===== config.mk =====
export PLATFORM = sky130hd
export DESIGN_NAME = sc_speedtick_generator
export DESIGN_NICKNAME = d
export VERILOG_FILES = /design/src/rtl/sc_speedtick_generator.sv
export SDC_FILE = /design/constraint.sdc
export NUM_CORES = 1
export LEC_CHECK = 0
export BUFFER_PORTS_ARGS = -buffer_cell sky130_fd_sc_hd__buf_2
export CAP_MARGIN = 20
export CORE_MARGIN = 3
export CORE_UTILIZATION = 45
export CTS_BUF_LIST = sky130_fd_sc_hd__clkbuf_8
export DETAILED_ROUTE_END_ITERATION = 16
export GPL_TIMING_DRIVEN = 1
export PLACE_DENSITY = 0.8
export SLEW_MARGIN = 20
export SYNTH_ARGS = -nofsm -noshare
export SYNTH_HDL_FRONTEND = slang
export SYNTH_SLANG_ARGS = --single-unit

===== constraint.sdc =====
create_clock -name SC_SPEEDTICK_CLOCK_50 -period 6.4 [get_ports SC_SPEEDTICK_CLOCK_50]
set_clock_uncertainty 0.2 [all_clocks]
set_input_delay 1.28 -clock SC_SPEEDTICK_CLOCK_50 [delete_from_list [all_inputs] [get_ports SC_SPEEDTICK_CLOCK_50]]
set_output_delay 1.28 -clock SC_SPEEDTICK_CLOCK_50 [all_outputs]
set_load 0.05 [all_outputs]

===== src/rtl/sc_speedtick_generator.sv =====
`default_nettype none
// ---- sc_speedtick_generator : per-level threshold compare on the speed counter, emitting a one-cycle tick
// ---- and closing the count-enable/clear loop under a start/pause/stop FSM.            Rev 1.0
module sc_speedtick_generator #(
  parameter int DATAWIDTH = 25,
  parameter int LVL1_W    = 25,
  parameter int LVL2_W    = 24,
  parameter int LVL3_W    = 23,
  parameter int LVL4_W    = 22,
  parameter int TICKCNT_W = 8
) (
  input  logic                 SC_SPEEDTICK_CLOCK_50,
  input  logic                 SC_SPEEDTICK_RESET_InLow,
  input  logic [DATAWIDTH-1:0] SC_SPEEDTICK_count_InBUS,
  input  logic [1:0]           SC_SPEEDTICK_level_InBUS,
  input  logic                 SC_SPEEDTICK_start_InHigh,
  input  logic                 SC_SPEEDTICK_pause_InHigh,
  input  logic                 SC_SPEEDTICK_stop_InHigh,
  output logic                 SC_SPEEDTICK_tick_Out,
  output logic                 SC_SPEEDTICK_upcount_OutLow,
  output logic                 SC_SPEEDTICK_clear_OutHigh,
  output logic [1:0]           SC_SPEEDTICK_level_OutBUS,
  output logic [TICKCNT_W-1:0] SC_SPEEDTICK_tickcnt_OutBUS
);

  // State encoding is {tick, clear, upcount}: every output is a flop bit, so clear never glitches.
  localparam logic [2:0] IDLE  = 3'b011;
  localparam logic [2:0] RUN   = 3'b000;
  localparam logic [2:0] TICK  = 3'b111;
  localparam logic [2:0] PAUSE = 3'b001;

  // Thresholds carry one extra bit so an exponent equal to DATAWIDTH still fits.
  localparam logic [DATAWIDTH:0] ONE_EXT = {{DATAWIDTH{1'b0}}, 1'b1};
  localparam logic [DATAWIDTH:0] THR0    = (ONE_EXT << LVL1_W) - ONE_EXT;
  localparam logic [DATAWIDTH:0] THR1    = (ONE_EXT << LVL2_W) - ONE_EXT;
  localparam logic [DATAWIDTH:0] THR2    = (ONE_EXT << LVL3_W) - ONE_EXT;
  localparam logic [DATAWIDTH:0] THR3    = (ONE_EXT << LVL4_W) - ONE_EXT;

  logic [2:0]           state_q, state_d;
  logic [1:0]           level_q, level_d;
  logic [TICKCNT_W-1:0] tickcnt_q, tickcnt_d;
  logic [DATAWIDTH:0]   thr;
  logic                 match;

  always_comb begin
    thr = THR0;
    case (level_q)
      2'd0:    thr = THR0;
      2'd1:    thr = THR1;
      2'd2:    thr = THR2;
      default: thr = THR3;
    endcase
  end

  // >= rather than == so a switch to a faster level above the new threshold still fires.
  assign match = ({1'b0, SC_SPEEDTICK_count_InBUS} >= thr);

  always_comb begin
    state_d   = state_q;
    level_d   = level_q;
    tickcnt_d = tickcnt_q;
    case (state_q)
      IDLE: begin
        if (!SC_SPEEDTICK_stop_InHigh && SC_SPEEDTICK_start_InHigh) begin
          state_d = RUN;
          level_d = SC_SPEEDTICK_level_InBUS;
        end
      end
      RUN: begin
        if (SC_SPEEDTICK_stop_InHigh) begin
          state_d = IDLE;
        end else if (SC_SPEEDTICK_pause_InHigh) begin
          state_d = PAUSE;
        end else if (match) begin
          state_d   = TICK;
          level_d   = SC_SPEEDTICK_level_InBUS;
          tickcnt_d = tickcnt_q + TICKCNT_W'(1);
        end
      end
      TICK: begin
        if (SC_SPEEDTICK_stop_InHigh) begin
          state_d = IDLE;
        end else if (SC_SPEEDTICK_pause_InHigh) begin
          state_d = PAUSE;
        end else begin
          state_d = RUN;
        end
      end
      PAUSE: begin
        if (SC_SPEEDTICK_stop_InHigh) begin
          state_d = IDLE;
        end else if (!SC_SPEEDTICK_pause_InHigh) begin
          state_d = RUN;
        end
      end
      default: state_d = IDLE;
    endcase
    if (SC_SPEEDTICK_stop_InHigh) begin
      tickcnt_d = '0;
    end
  end

  always_ff @(posedge SC_SPEEDTICK_CLOCK_50 or negedge SC_SPEEDTICK_RESET_InLow) begin
    if (!SC_SPEEDTICK_RESET_InLow) begin
      state_q   <= IDLE;
      level_q   <= 2'd0;
      tickcnt_q <= '0;
    end else begin
      state_q   <= state_d;
      level_q   <= level_d;
      tickcnt_q <= tickcnt_d;
    end
  end

  assign SC_SPEEDTICK_tick_Out       = state_q[2];
  assign SC_SPEEDTICK_clear_OutHigh  = state_q[1];
  assign SC_SPEEDTICK_upcount_OutLow = state_q[0];
  assign SC_SPEEDTICK_level_OutBUS   = level_q;
  assign SC_SPEEDTICK_tickcnt_OutBUS = tickcnt_q;

endmodule
`default_nettype wire


Word-level counts from Yosys, hierarchy flattened

Index checks and enable logic that the tools add are counted.

Add/subtract/negate cells: 1
Multipliers: 0
Div/mod/pow operators: 0
$lt $le $gt $ge: 1
Eq/ne operators: 12
Shifts and indexed selects: 0
Muxes and demuxes: 19
Bitwise operators: 0
Reductions and logical operators: 10

Operators by type and width:

| cell                  | number |
|---|---|
| $pmux W25 S3          | 1 |
| $mux W8               | 4 |
| $ge A25 B26 Y1        | 1 |
| $mux W3               | 6 |
| $pmux W3 S4           | 1 |
| $mux W2               | 5 |
| $add A8 B1 Y8 const B | 1 |
| $ne A2 B2 Y1 const B  | 4 |
| $reduce_and A3 Y1     | 2 |
| $reduce_bool A2 Y1    | 3 |
| $reduce_and A5 Y1     | 1 |
| $ne A4 B4 Y1 const B  | 1 |
| $pmux W2 S2           | 1 |
| $eq A3 B1 Y1 const B  | 1 |
| $eq A3 B2 Y1 const B  | 1 |
| $eq A3 B3 Y1 const B  | 1 |
| $logic_not A3 Y1      | 1 |
| $ne A3 B3 Y1 const B  | 1 |
| $eq A2 B1 Y1 const B  | 1 |
| $eq A2 B2 Y1 const B  | 1 |
| $logic_not A2 Y1      | 1 |
| $ne A2 B1 Y1 const B  | 1 |
| $logic_and A1 B1 Y1   | 1 |
| $logic_not A1 Y1      | 1 |
| $mux W1               | 1 |

Flip-flop bits (word level): 13
Bits in latches: 0
RAM bits: 0
Memory bits (read-only): 0
Bits of input ports: 32
Output and inout bits: 13
Logic and storage cells: 46
Memories: 0

Logic depth before layout (Yosys ltp)

Depth in word-level cells: 7
Gate-level depth with buffers: 8
Depth with buffers taken out: 7

Worst setup path after synthesis

No wires, ideal clock.

Path kind: input port to flip-flop
Start: input SC_SPEEDTICK_count_InBUS[24]
End: register level_q[0], in the netlist SC_SPEEDTICK_level_OutBUS[0]
Setup time: 0.127 ns
Data arrival time: 2.742 ns
Required time: 6.073 ns
Setup slack: 3.330 ns
Stages: 6
Buffers on the path: 0
Cell sequence: ha_1 -> nand4_1 -> nor4_2 -> a31oi_1 -> a2111oi_2 -> mux2_1

Longest elaborated chain between the ends: 3

RTL lines:

| item                               | line | RTL |
|---|---|---|
| from (decl)                        | 14   | `input logic [DATAWIDTH-1:0] SC_SPEEDTICK_count_InBUS,` |
| $ge A25 B26 Y1                     | 56   | `assign match = ({1'b0, SC_SPEEDTICK_count_InBUS} >= thr);` |
| $ne A2 B2 Y1 (no source line)      | -    |  |
| $reduce_and A5 Y1 (no source line) | -    |  |
| to (signal assigned)               | 110  | `level_q <= level_d;` |
| to (decl)                          | 40   | `logic [1:0] level_q, level_d;` |

Every way passes these cells.
A chain may end at the register's enable or synchronous reset.

Final worst setup path

Start: input SC_SPEEDTICK_count_InBUS[23]
End: register tickcnt_q[0], in the netlist SC_SPEEDTICK_tickcnt_OutBUS[0]

Longest elaborated chain between the ends: 3

RTL lines:

| item                                | line | RTL |
|---|---|---|
| $ge A25 B26 Y1                      | 56   |  |
| $reduce_bool A2 Y1 (no source line) | -    |  |
| $reduce_and A3 Y1 (no source line)  | -    |  |
| to (signal assigned)                | 111  | `tickcnt_q <= tickcnt_d;` |
| to (decl)                           | 41   | `logic [TICKCNT_W-1:0] tickcnt_q, tickcnt_d;` |

Every way passes these cells.

==> flow_metrics.env <==
export IMPL_status="finished clean"
export IMPL_multi_input_area_um2=488
export IMPL_worst_setup_path_type="input port to register"
export IMPL_core_area_um2=1630
export IMPL_vias=852
export IMPL_cts_made_buffers=3
export IMPL_wire_per_inst_um=12.5
export IMPL_wl_met1_um=799
export IMPL_cp_data_required_time_ns=6.32
export IMPL_grt_pass1_wl_um=3220
export IMPL_design_die_area_um2=2410
export IMPL_r2r_start="SC_SPEEDTICK_level_OutBUS[1]"
export IMPL_end_kind="register"
export IMPL_cts_resized_gates=0
export IMPL_via_per_inst=5.43
export IMPL_reg2reg_to="SC_SPEEDTICK_tickcnt_OutBUS[0]"
export IMPL_syn_cell_area_um2=836
export IMPL_finalSetupViolCount=0
export IMPL_setup_tns_ns=0
export IMPL_overflow=0
export IMPL_dp_cells=153
export IMPL_dr_first_iter_drc_count=20
export IMPL_clk_latency_ns=0.24
export IMPL_r2r_cells=7
export IMPL_crit_start="SC_SPEEDTICK_count_InBUS[23]"
export IMPL_nets=170
export IMPL_gp_congestion=0.783
export IMPL_critPathArrivalTime_ns=3.33
export IMPL_cts_hold_buf=0
export IMPL_final_cells=157
export IMPL_critPathBufInv=1
export IMPL_fillers=129
export IMPL_reg2reg_slack_ns=3.53
export IMPL_die_h_um=49.1
export IMPL_min_to="SC_SPEEDTICK_level_OutBUS[0]"
export IMPL_wl_met2_um=931
export IMPL_final_cell_mix="44 x buf_2, 11 x dfrtp_1, 7 x nand4_1"
export IMPL_ys_types=34
export IMPL_layout_drive_gt1_share_pct=40.6
export IMPL_antenna_left=0
export IMPL_cp_cell_sequence="buf_2, ha_1, a21o_1, a21o_1, a32oi_1, nor3_1, mux2_1"
export IMPL_worstHoldPathType="register to register"
export IMPL_postSynthAreaPerCell_um2=9.50
export IMPL_yosysWarnings=0
export IMPL_path_max_fanout=13
export IMPL_place_hpwl_um=1600
export IMPL_period_share_pct=53.3
export IMPL_power_per_cell_area_nw_per_um2=226
export IMPL_ios=45
export IMPL_postSynthRegisterBits=13
export IMPL_worstHoldPathCells=1
export IMPL_finalHoldViolCount=0
export IMPL_firstDrtPassIters=4
export IMPL_area_delta_synth_final_pct=33.8
export IMPL_rows=14
export IMPL_num_antenna_cells=0
export IMPL_cts_root_buffer="clkbuf_8"
export IMPL_seq_area_um2=328
export IMPL_cp_slowest_cell="a32oi_1"
export IMPL_fin_crit_ns=3.41
export IMPL_top_layer="met4"
export IMPL_drt_wl_total_um=1970
export IMPL_crit_cells=7
export IMPL_io_buffers=44
export IMPL_slew_headroom_pct=34.9
export IMPL_p_leak_nw=0.544
export IMPL_synth_seq_area_share_pct=39.2
export IMPL_cp_slowest_stage_delay_ns=0.74
export IMPL_wl_met3_um=204
export IMPL_die_x_um=49.1
export IMPL_cpMostUsedCell="a21o_1"
export IMPL_start_kind="input port"
export IMPL_syn_num_nets=124
export IMPL_numClockSinks=13
export IMPL_ir_worst_vdd_uv=160
export IMPL_gr_usage_all_layers_pct=17.1
export IMPL_critical_path_top_delay_family="compound AO/OA/AOI/OAI gates"
export IMPL_path_clk_slew_ns=0.05
export IMPL_cap_violations=0
export IMPL_tightestPinTransition_ns=0.976
export IMPL_slew_violations=0
export IMPL_cts_setup_buffers=0
export IMPL_antenna_found_initial=0
export IMPL_drc=0
export IMPL_cts_tree="built"
export IMPL_rsz0062_at_grt="false"
export IMPL_clk_path_buf_depth=2
export IMPL_final_common_cell="buf_2"
export IMPL_start_util_pct=51.3
export IMPL_synthCells=88
export IMPL_grt_pass1_vias=757
export IMPL_grt_max_degree=17
export IMPL_fmax_mhz=293
export IMPL_holdCritStartpoint="SC_SPEEDTICK_level_OutBUS[0]"
export IMPL_h_tree_depth=1
==> routing by layer <==
metal	global-route usage, %	up-vias
met5	0	-
met4	8.53	0
met3	6.12	5
met2	29.2	43
met1	18.3	380
li1	-	424
==> state kept, by name (all words and copies together) (netlist names) <==
name                         count
state_q                          3
SC_SPEEDTICK_tickcnt_OutBUS      8
SC_SPEEDTICK_level_OutBUS        2
==> power by group <==
group / total (mW) / leakage [nW] / switching [mW] / internal, mW
combinational: 0.0863 / 0.347 / 0.0549 / 0.0314
clock: 0.0685 / 0.0269 / 0.0264 / 0.0421
sequential: 0.0974 / 0.170 / 0.00692 / 0.0905
==> metrics by stage <==
stage                     hold WS [ns]  power (mW)  setup slack [ns]  area, µm²  utilization [%]
after floorplan                  0.526       0.160              3.33        836                -
after global placement           0.306       0.183              2.87       1070             65.9
after detailed placement         0.332       0.186              2.77       1070             65.9
after CTS                        0.343       0.256              3.01       1120             68.7
after global routing             0.372       0.269              2.83       1120             68.7
final                            0.334       0.252              2.99       1120             68.7
==> final cells by class <==
cell class	count	area share [%]
repair buffers	44	19.7
multi-input cells	70	43.6
clock buffers	3	3.69
well taps	24	2.68
clock inverters	1	0.336
inverters	2	0.671
flip-flops and latches	13	29.3
==> worst max-delay path by stage <==
stage / to / slack (ns)
finish: SC_SPEEDTICK_tickcnt_OutBUS[0] / 2.99
global placement: SC_SPEEDTICK_tickcnt_OutBUS[0] / 2.87
CTS: SC_SPEEDTICK_tickcnt_OutBUS[0] / 3.01
global route: SC_SPEEDTICK_tickcnt_OutBUS[0] / 2.83
floorplan: SC_SPEEDTICK_level_OutBUS[0] / 3.33
detailed placement: SC_SPEEDTICK_tickcnt_OutBUS[0] / 2.77
==> cells in the mapped netlist, drive strengths merged <==
cell type  count  area, µm²
or4            1       7.51
or3            3       18.8
nor2b          3       18.8
nand4          7       43.8
nor3           4       20.0
a2111oi        1       15.0
nand2          3       11.3
mux2i          2       20.0
a21o           2       15.0
o21ai          4       20.0
nor4           2       18.8
o211ai         1       7.51
dfstp          2       52.6
a2bb2oi        1       8.76
and2           3       18.8
inv            2       7.50
dfrtp         11        275
clkbuf         2       7.51
mux2           5       56.3
o31ai          1       7.51
or2            3       18.8
and3           1       6.26
ha             4       50.1
nor2           5       26.3
a32oi          1       8.76
nand2b         2       12.5
nand3          3       15.0
a21oi          6       30.0
buf            1       5.00
a31oi          2       12.5
==> logic make-up (layout without fill, tap and decap cells) <==
family | after synthesis | after routing | synth area share (%)
AO/OA/AOI/OAI | 19 | 19 | 15.0
buffers and inverters | 5 | 50 | 2.39
multiplexers | 7 | 7 | 9.13
adder cells (fa/ha/maj) | 4 | 4 | 5.99
flip-flops | 13 | 13 | 39.2
AND/OR/NAND/NOR | 40 | 40 | 28.3
No activity file was read; power rests on OpenSTA's default activity.
